$ cat src/rtl/mod_n_updown_counter.sv
// Synchronous modulo-N up/down counter with enable, clear, checked load,
// sticky wrap flag and a cascade carry for chaining stages on one clock.
module mod_n_updown_counter #(
    parameter int              WIDTH       = 4,
    parameter longint unsigned MODULUS     = 16,
    parameter longint unsigned RESET_VALUE = 0
) (
    input  logic             clk,
    input  logic             rst,
    input  logic             en,
    input  logic             up_dn,
    input  logic             clr,
    input  logic             load,
    input  logic [WIDTH-1:0] load_val,
    output logic [WIDTH-1:0] q,
    output logic             carry_out,
    output logic             wrapped,
    output logic             load_err
);

    generate
        if (WIDTH < 2 || WIDTH > 32) begin : g_bad_width
            $error("mod_n_updown_counter: WIDTH must be in 2..32");
        end
        if (MODULUS < 2 || MODULUS > (64'd1 << WIDTH)) begin : g_bad_modulus
            $error("mod_n_updown_counter: MODULUS must be in 2..2**WIDTH");
        end
        if (RESET_VALUE >= MODULUS) begin : g_bad_reset
            $error("mod_n_updown_counter: RESET_VALUE must be below MODULUS");
        end
    endgenerate

    // MODULUS may equal 2**WIDTH, so the load bound needs one extra bit;
    // MODULUS-1 always fits in WIDTH bits.
    localparam logic [WIDTH:0]   MOD_EXT = (WIDTH+1)'(MODULUS);
    localparam logic [WIDTH-1:0] MAX_Q   = WIDTH'(MODULUS - 1);
    localparam logic [WIDTH-1:0] RST_Q   = WIDTH'(RESET_VALUE);

    logic [WIDTH-1:0] q_q, q_d;
    logic             wrapped_q, wrapped_d;
    logic             load_err_q, load_err_d;
    logic             at_max, at_zero, load_ok;

    assign at_max  = (q_q == MAX_Q);
    assign at_zero = (q_q == '0);
    assign load_ok = ({1'b0, load_val} < MOD_EXT);

    always_comb begin
        q_d        = q_q;
        wrapped_d  = wrapped_q;
        load_err_d = 1'b0;
        if (clr) begin
            q_d       = '0;
            wrapped_d = 1'b0;
        end else if (load) begin
            if (load_ok) begin
                q_d = load_val;
            end else begin
                load_err_d = 1'b1;
            end
        end else if (en) begin
            if (up_dn) begin
                if (at_max) begin
                    q_d       = '0;
                    wrapped_d = 1'b1;
                end else begin
                    q_d = q_q + WIDTH'(1);
                end
            end else begin
                if (at_zero) begin
                    q_d       = MAX_Q;
                    wrapped_d = 1'b1;
                end else begin
                    q_d = q_q - WIDTH'(1);
                end
            end
        end
    end

    // NOTE: state registers use non-blocking assignments so every flop samples
    // the pre-edge values of the others; blocking here would chain them.
    always_ff @(posedge clk or posedge rst) begin
        if (rst) begin
            q_q        <= RST_Q;
            wrapped_q  <= 1'b0;
            load_err_q <= 1'b0;
        end else begin
            q_q        <= q_d;
            wrapped_q  <= wrapped_d;
            load_err_q <= load_err_d;
        end
    end

    // High in the cycle before a wrap, so a chained stage steps on that edge.
    assign carry_out = en & ~clr & ~load & (up_dn ? at_max : at_zero);

    assign q        = q_q;
    assign wrapped  = wrapped_q;
    assign load_err = load_err_q;

endmodule

$ cat config.mk
export PLATFORM = sky130hd
export DESIGN_NAME = mod_n_updown_counter
export DESIGN_NICKNAME = d
export VERILOG_FILES = /design/src/rtl/mod_n_updown_counter.sv
export SDC_FILE = /design/constraint.sdc
export NUM_CORES = 1
export LEC_CHECK = 0
export ABC_AREA = 1
export BUFFER_PORTS_ARGS = -buffer_cell sky130_fd_sc_hd__buf_4
export CAP_MARGIN = 20
export CORE_MARGIN = 2
export CORE_UTILIZATION = 30
export CTS_CLUSTER_DIAMETER = 120
export DETAILED_ROUTE_END_ITERATION = 10
export PLACE_DENSITY_LB_ADDON = 0.1
export SLEW_MARGIN = 20
export SYNTH_ARGS = -nofsm -noshare
export SYNTH_HDL_FRONTEND = slang
export SYNTH_SLANG_ARGS = --single-unit
$ cat constraint.sdc
create_clock -name clk -period 3.5 [get_ports clk]
set_input_delay 0.35 -clock clk [delete_from_list [all_inputs] [get_ports clk]]
set_output_delay 0.35 -clock clk [all_outputs]
set_load 0.05 [all_outputs]
# After elaboration in Yosys (flattened, before gate mapping)
# Cells that the tools add are included.
# op_classes
n_addsub	2
eq_ne	3
mux	13
n_bitwise	5
reduce_logical	5
# op_table
cell	n
$mux 4	6
$mux 1	7
$reduce_bool 3->1	2
$add 4x1->4 const B	1
$eq 4x4->1 const B	1
$logic_not 4->1	1
$reduce_and 4->1	1
$sub 4x1->4 const B	1
$and 1x1->1	3
$ne 3x1->1 const B	1
$ne 2x2->1 const B	1
$not 1->1	2
$reduce_bool 2->1	1
# totals
regBits	5
in_bits	10
word_cells	30

# Logic depth before layout (Yosys ltp)
# Gate-level depths: netlist of run 1.
# depth
ltp_word	6
ltp_mapped	10
mapped_depth_nobuf	10

# Worst setup path before layout of run 1
# OpenSTA, ideal clock, no wires.
# synth_path
path_kind	register -> output
startpoint	register q_q[1] (netlist: q[1])
endpoint	output port carry_out
arrival_time_ns	1.586
required_ns	3.150
path_slack_ns	1.564
stages_incl_launch_ff	6
n_path_buf	0
path_cell_list	dfrtp_1 ha_1 nand2_2 o21ai_1 nand4_1 inv_1
# synth_between
elab_chain_len	3
elab_cells_between_ends	4
# synth_lines
element	line_no	source
start, declared	39	logic [WIDTH-1:0] q_q, q_d;
start signal, assigned	88	q_q <= q_d;
$eq 4x4->1 or $logic_not 4->1 (tied branches)	44, 45	
$mux 1 *	95	assign carry_out = en & ~clr & ~load & (up_dn ? at_max : at_zero);
$and 1x1->1 *	95	
end, declared	16	output logic carry_out,
# Every way passes the cells marked *; elsewhere a longest branch is shown, timed or not.

# Final worst setup path of run 1
# Ends and elaborated chain as after synthesis.

==> results of run 1 <==
## layer usage
metal  vias up  global-route usage
met2         8               0.194
met3         0              0.0383
met4         0              0.0545
met1       206               0.174
met5         -                   0
li1        248                   -
## cells in the mapped netlist (all sizes together)
| cell type | count | area [sq um] |
|---|---|---|
| inv | 11 | 41.3 |
| o21ai | 6 | 30.0 |
| dfrtp | 5 | 125 |
| nand4 | 2 | 12.5 |
| nand2 | 17 | 71.3 |
| nor2 | 11 | 56.3 |
| xor2 | 1 | 8.76 |
| buf | 2 | 18.8 |
| nor3 | 1 | 10.0 |
| o21bai | 1 | 7.51 |
| a21oi | 2 | 10.0 |
| o22ai | 1 | 6.26 |
| ha | 3 | 37.5 |
| nand3 | 4 | 20.0 |
| conb | 1 | 3.75 |
## area by class of cell
class,instances,area (sq um),share of cell area
repair buffers,15,113,0.188
flip-flops and latches,5,125,0.209
well taps,16,20.0,0.0334
clock buffers,4,26.3,0.0438
inverters,11,41.3,0.0689
multi-input cells,50,274,0.457
## worst paths after layout
| kind | slack [ns] | from | end |
|---|---|---|---|
| min reg2reg | 0.53 | wrapped | wrapped |
| min | 0.008 | rst | q[2] |
| max in group asynchronous | 3.33 | rst | q[3] |
| max | 1.60 | q[1] | carry_out |
| max reg2reg | 2.16 | q[0] | q[2] |
| min in group clk | 0.31 | clr | wrapped |
## placed cells by master, fill, tap and decap left out
master	netlist	layout
buf_4	1	15
nand2_1	14	14
nor2_1	9	9
inv_1	8	8
o21ai_1	5	5
dfrtp_1	5	5
nand3_1	4	4
inv_2	3	3
nand2_2	3	3
ha_1	3	3
clkbuf_4	0	3
a21oi_1	2	2
nor2_4	2	2
nand4_1	2	2
nor3_2	1	1
o21ai_0	1	1
o21bai_1	1	1
xor2_1	1	1
o22ai_1	1	1
conb_1	1	1
clkbuf_1	0	1
## power by group through the flow
| stage | combinational (uW) | sequential (uW) | clock, uW |
|---|---|---|---|
| after floorplan | 45.1 | 87.0 | 0 |
| after global placement | 83.0 | 74.7 | 0 |
| after detailed placement | 81.9 | 74.4 | 0 |
| after CTS | 82.2 | 73.7 | 69.3 |
| after global routing | 90.2 | 75.3 | 72.8 |
| final | 81.1 | 73.8 | 65.3 |
## flip-flops by register name (all words and copies together), names as in the netlist
signal   flops
q            4
wrapped      1
## stage by stage
step	util	hold WS, ns	setup slack, ns	power (uW)
floorplan	-	0.129	1.56	132
global placement	0.389	0.262	1.81	158
detailed placement	0.389	0.265	1.85	156
CTS	0.407	0.00419	1.58	225
global route	0.407	0.0207	1.40	238
finish	0.407	0.00802	1.60	220
## kinds of logic (layout without fill, tap and decap cells)
| kind of cell | Yosys count | after routing | synth area share |
|---|---|---|---|
| DFF | 5 | 5 | 0.272 |
| and+or+nand+nor | 35 | 35 | 0.371 |
| AOI/OAI and AO/OA | 10 | 10 | 0.117 |
| other | 1 | 1 | 0.00817 |
| xor gates and xnor gates | 1 | 1 | 0.0191 |
| buffers and inverters | 13 | 30 | 0.131 |
| adders and majority gates | 3 | 3 | 0.0818 |
==> results.sh, run 1 <==
export IMPL_root_buffer="clkbuf_4"
export IMPL_status="completed"
export IMPL_ios=17
export IMPL_wl_mm=1.00
export IMPL_fp_row_count=14
export IMPL_crit_cells=6
export IMPL_maxCapViolCount=0
export IMPL_worst_skew_pair_late_latency_ns=0.24
export IMPL_grt_pass1_wl_mm=1.77
export IMPL_route_met2_wl_microns=459
export IMPL_vias_per_cell=4.57
export IMPL_clk_pin_slew_worst_paths_ns=0.04
export IMPL_post_cts_setup_buffers=0
export IMPL_synthCells=68
export IMPL_cp_arrival_ns=1.55
export IMPL_tns_ns=0
export IMPL_core_area_sq_um=1470
export IMPL_drv_slew=0
export IMPL_p_sw_frac=0.380
export IMPL_die_area_sq_um=1860
export IMPL_placed_area_sq_um=573
export IMPL_setup_viol=0
export IMPL_ant_nets=0
export IMPL_yosysUniqueCellTypes=20
export IMPL_critPathSlowestCell="dfrtp_1"
export IMPL_fin_crit_ns=1.90
export IMPL_area_growth_synth_to_final_pct=30.5
export IMPL_drc_errors=0
export IMPL_die_w_microns=43.1
export IMPL_netlist_area_sq_um=459
export IMPL_p_leak_uw=0.000333
export IMPL_antenna_found_initial=0
export IMPL_power_density_nw_per_um2=367
export IMPL_period_share=0.544
export IMPL_cp_slowest_stage_delay_ns=0.46
export IMPL_reg2reg_depth=7
export IMPL_numPlacedInstances=97
export IMPL_m1WireLength_microns=510
export IMPL_final_cells=101
export IMPL_rsz0062_at_grt="false"
export IMPL_nets=99
export IMPL_n_antenna_cell=0
export IMPL_route_met3_wl_microns=34
export IMPL_hold_class="in2async"
export IMPL_vdd_drop_max_mv=0.241
export IMPL_cp_num_buf_inv=2
export IMPL_cts_resized=0
export IMPL_dp_hpwl_microns=822
export IMPL_h_tree_depth=1
export IMPL_cpLargestDelayFamily="flip-flops"
export IMPL_gp_congestion=0.743
export IMPL_crit_required_ns=3.15
export IMPL_cts_tree="done"
export IMPL_critPathKind="reg2out"
export IMPL_cp_max_fo=6
export IMPL_io_buffer_count=15
export IMPL_post_drt_wl_per_cell_microns=9.94
export IMPL_cts_buffer_depth=2
export IMPL_die_y_microns=43.1
export IMPL_ys_seq_area_frac=0.272
export IMPL_setup_worst_path_start_class="flop"
export IMPL_switching_power_uw=83.8
export IMPL_drtIter0Drc=2
export IMPL_pwr_share_seq=0.335
export IMPL_worstPathCellList="ha_1, nand2_2, o21ai_1, nand4_1, inv_1, buf_4"
export IMPL_grt_max_degree=10
export IMPL_hold_buffers=0
export IMPL_fin_skew_ns=0.000870
export IMPL_fillers=169
export IMPL_yosys_register_bits=5
export IMPL_p_clk_frac=0.297
export IMPL_cts_buffers=3
export IMPL_intPower_uw=136
export IMPL_grt_pass1_vias=408
export IMPL_power_frac_comb=0.368
export IMPL_yosysWarnings=0
export IMPL_topRoutingLayerUsed="met3"
export IMPL_grt_usage=0.130
export IMPL_end_kind="output port"
export IMPL_hold_viol_final=0
export IMPL_syn_nets=81
export IMPL_grt_overflow=0
export IMPL_drive_gt1_frac=0.318
export IMPL_initial_core_util=0.312
export IMPL_drtPass1Iterations=4
export IMPL_fmax_mhz=525
export IMPL_num_vias=462
export IMPL_postSynthAreaPerCell_sq_um=6.75
export IMPL_clock_sinks=5
export IMPL_fin_area_sq_um=599
Note: power is estimated with default switching activity, not from simulation.
==> run 2: changes to the inputs <==
--- a/config.mk
+++ b/config.mk
@@ -5,7 +5,7 @@
 export SDC_FILE = /design/constraint.sdc
 export NUM_CORES = 1
 export LEC_CHECK = 0
-export ABC_AREA = 1
+export ABC_AREA = 0
 export BUFFER_PORTS_ARGS = -buffer_cell sky130_fd_sc_hd__buf_4
 export CAP_MARGIN = 20
 export CORE_MARGIN = 2
==> constraint.sdc (replaced) <==
create_clock -name clk -period 2 [get_ports clk]
set_input_delay 0.2 -clock clk [delete_from_list [all_inputs] [get_ports clk]]
set_output_delay 0.2 -clock clk [all_outputs]
set_load 0.05 [all_outputs]
==> results.sh, run 2 <==
export IMPL_status="completed"
export IMPL_p_sw_frac=0.337
export IMPL_ant_nets=0
export IMPL_fin_crit_ns=1.86
export IMPL_final_cells=85
export IMPL_vdd_drop_max_mv=0.360
export IMPL_die_y_microns=41.9
export IMPL_n_antenna_cell=0
export IMPL_ios=17
export IMPL_place_ws_ns=0.185
export IMPL_fin_util=0.456
export IMPL_grt_overflow=0
export IMPL_initial_core_util=0.328
export IMPL_post_drt_wl_per_cell_microns=11.6
export IMPL_intPower_uw=238
export IMPL_synth_area_leaders="dfrtp_1 (29%), ha_1 (8.7%), a21oi_1 (7.0%)"
export IMPL_fillers=134
export IMPL_hold_class="in2reg"
export IMPL_io_buffer_count=15
export IMPL_nets=84
export IMPL_yosys_register_bits=5
export IMPL_syn_nets=67
export IMPL_dp_hpwl_microns=778
export IMPL_gp_congestion=0.698
export IMPL_worst_skew_pair_late_latency_ns=0.24
export IMPL_synth_edf_count=0
export IMPL_fin_skew_ns=0.000871
export IMPL_synth_commonest_cells="a21oi_1 (6), dfrtp_1 (5), inv_1 (5), nor2_1 (5), o21ai_0 (4)"
export IMPL_drive_gt1_frac=0.386
export IMPL_p_clk_frac=0.313
export IMPL_antenna_found_initial=0
export IMPL_period_share=0.931
export IMPL_power_density_nw_per_um2=598
export IMPL_hold_viol_final=0
export IMPL_core_area_sq_um=1320
export IMPL_maxCapViolCount=0
export IMPL_setup_ws_ns=0.138
export IMPL_num_vias=429
export IMPL_cts_buffers=3
export IMPL_area_growth_synth_to_final_pct=39.1
export IMPL_ys_flop_type="dfrtp_1"
export IMPL_setup_worst_path_start_class="flop"
export IMPL_postSynthAreaPerCell_sq_um=7.99
export IMPL_largest_register_ffs=4
export IMPL_h_tree_depth=1
export IMPL_end_kind="output port"
export IMPL_pwr_share_seq=0.341
export IMPL_root_buffer="clkbuf_4"
export IMPL_drtIter0Drc=3
export IMPL_cts_tree="done"
export IMPL_vias_per_cell=5.05
export IMPL_yosysTopAreaCellShare=0.290
export IMPL_synthCells=54
export IMPL_setup_viol=0
export IMPL_ys_seq_area_frac=0.290
export IMPL_final_common_cell="buf_4"
export IMPL_drv_slew=0
export IMPL_fmax_mhz=537
export IMPL_cp_max_fo=7
export IMPL_clock_sinks=5
export IMPL_fp_row_count=13
export IMPL_grt_pass1_wl_mm=1.63
export IMPL_p_leak_uw=0.000278
export IMPL_drc_errors=0
export IMPL_wl_microns=989
export IMPL_grt_max_degree=10
export IMPL_die_w_microns=41.9
export IMPL_switching_power_uw=121
export IMPL_tns_ns=0
export IMPL_yosysMostFrequentCell="a21oi_1"
export IMPL_multi_input_area_sq_um=279
export IMPL_yosysWarnings=0
export IMPL_cts_buffer_depth=2
export IMPL_yosysUniqueCellTypes=26
export IMPL_yosys_area_top_type="dfrtp_1"
export IMPL_power_frac_comb=0.347
export IMPL_drtPass1Iterations=2
export IMPL_cp_arrival_ns=1.66
export IMPL_grt_pass1_vias=365
export IMPL_clk_pin_slew_worst_paths_ns=0.04
export IMPL_numPlacedInstances=80
export IMPL_critPathKind="reg2out"
export IMPL_die_area_sq_um=1760
export IMPL_ff_latch_area_sq_um=128
export IMPL_async_flop_share=1.00
export IMPL_crit_required_ns=1.80
export IMPL_netlist_area_sq_um=432
export IMPL_grt_usage=0.127
export IMPL_most_common_layout_cells="buf_4 (14), a21oi_1 (6), inv_1 (5), nor2_1 (4)"
export IMPL_post_cts_setup_buffers=0
-- run 2: changes by cell type after synthesis, moves of 2 or more --
cell | previous run | this run
nand2_1 | 14 | 2
o21ai_1 | 5 | 0
a21oi_1 | 2 | 6
nor2_1 | 9 | 5
clkbuf_1 | 0 | 3
inv_1 | 8 | 5
nand2_2 | 3 | 0
nand3_1 | 4 | 1
nor2b_1 | 0 | 3
o21ai_0 | 1 | 4
inv_2 | 3 | 1
nand4_1 | 2 | 0
nor2_4 | 2 | 0
xnor2_1 | 0 | 2
-- run 2: metal layers --
layer | wire length, microns | track usage | vias up
li1 | - | - | 218
met5 | 0 | 0 | -
met1 | 433 | 0.148 | 193
met3 | 65 | 0.0652 | 2
met2 | 478 | 0.191 | 16
met4 | 12 | 0.0581 | 0
-- run 2: cells by family after synthesis --
logic type | Yosys count | synth area share
AOI/OAI and AO/OA | 17 | 0.264
xor gates and xnor gates | 2 | 0.0406
adders and majority gates | 3 | 0.0870
buffers and inverters | 10 | 0.0957
DFF | 5 | 0.290
muxes | 2 | 0.0493
other | 1 | 0.00869
and+or+nand+nor | 14 | 0.165
-- run 2: stage by stage --
stage               area [sq um]  hold slack [ns]  total power, uW
CTS                          584            0.160              364
finish                       601            0.170              359
detailed placement           547            0.125              243
global placement             547            0.116              243
floorplan                    434          -0.0215              206
global route                 601            0.169              387
-- run 2: repair_timing --
item | CTS | global route
gates resized for setup | 2 | 5
hold buffers | 1 | 0
endpoints found under the setup margin | 1 | 1
endpoints found under the hold margin | 5 | 0
-- run 2: worst max-delay path: stages (launching register included) --
cell     delay, ns
dfrtp_2       0.45
inv_1         0.11
ha_1          0.17
nor2b_2       0.15
nor3b_2       0.20
o21ai_2       0.09
nor2_2        0.10
buf_6         0.16
-- run 2: cell type report --
class	count	share of cell area
clock buffer	4	0.0438
inverter	6	0.0375
tap	15	0.0313
multi-input combinational	39	0.465
sequential	5	0.212
timing repair buffer	16	0.210
-- run 2: final timing paths --
path | from | endpoint | slack (ns) | cells after the start
worst max-delay path | q[0] | carry_out | 0.14 | 7
worst min-delay path | clr | q[1] | 0.17 | 2
worst max register to register | q[0] | q[2] | 0.46 | 6
worst min register to register | wrapped | wrapped | 0.52 | 2
max in group asynchronous | rst | q[1] | 1.39 | 3
min in group asynchronous | rst | q[3] | 0.42 | 3
-- run 2: power by group through the flow --
stage	Sequential (uW)	Clock, uW	Combinational [uW]
after floorplan	144	0	62.0
after global placement	123	0	120
after detailed placement	123	0	120
after CTS	122	120	123
after global routing	124	126	137
final	122	112	125
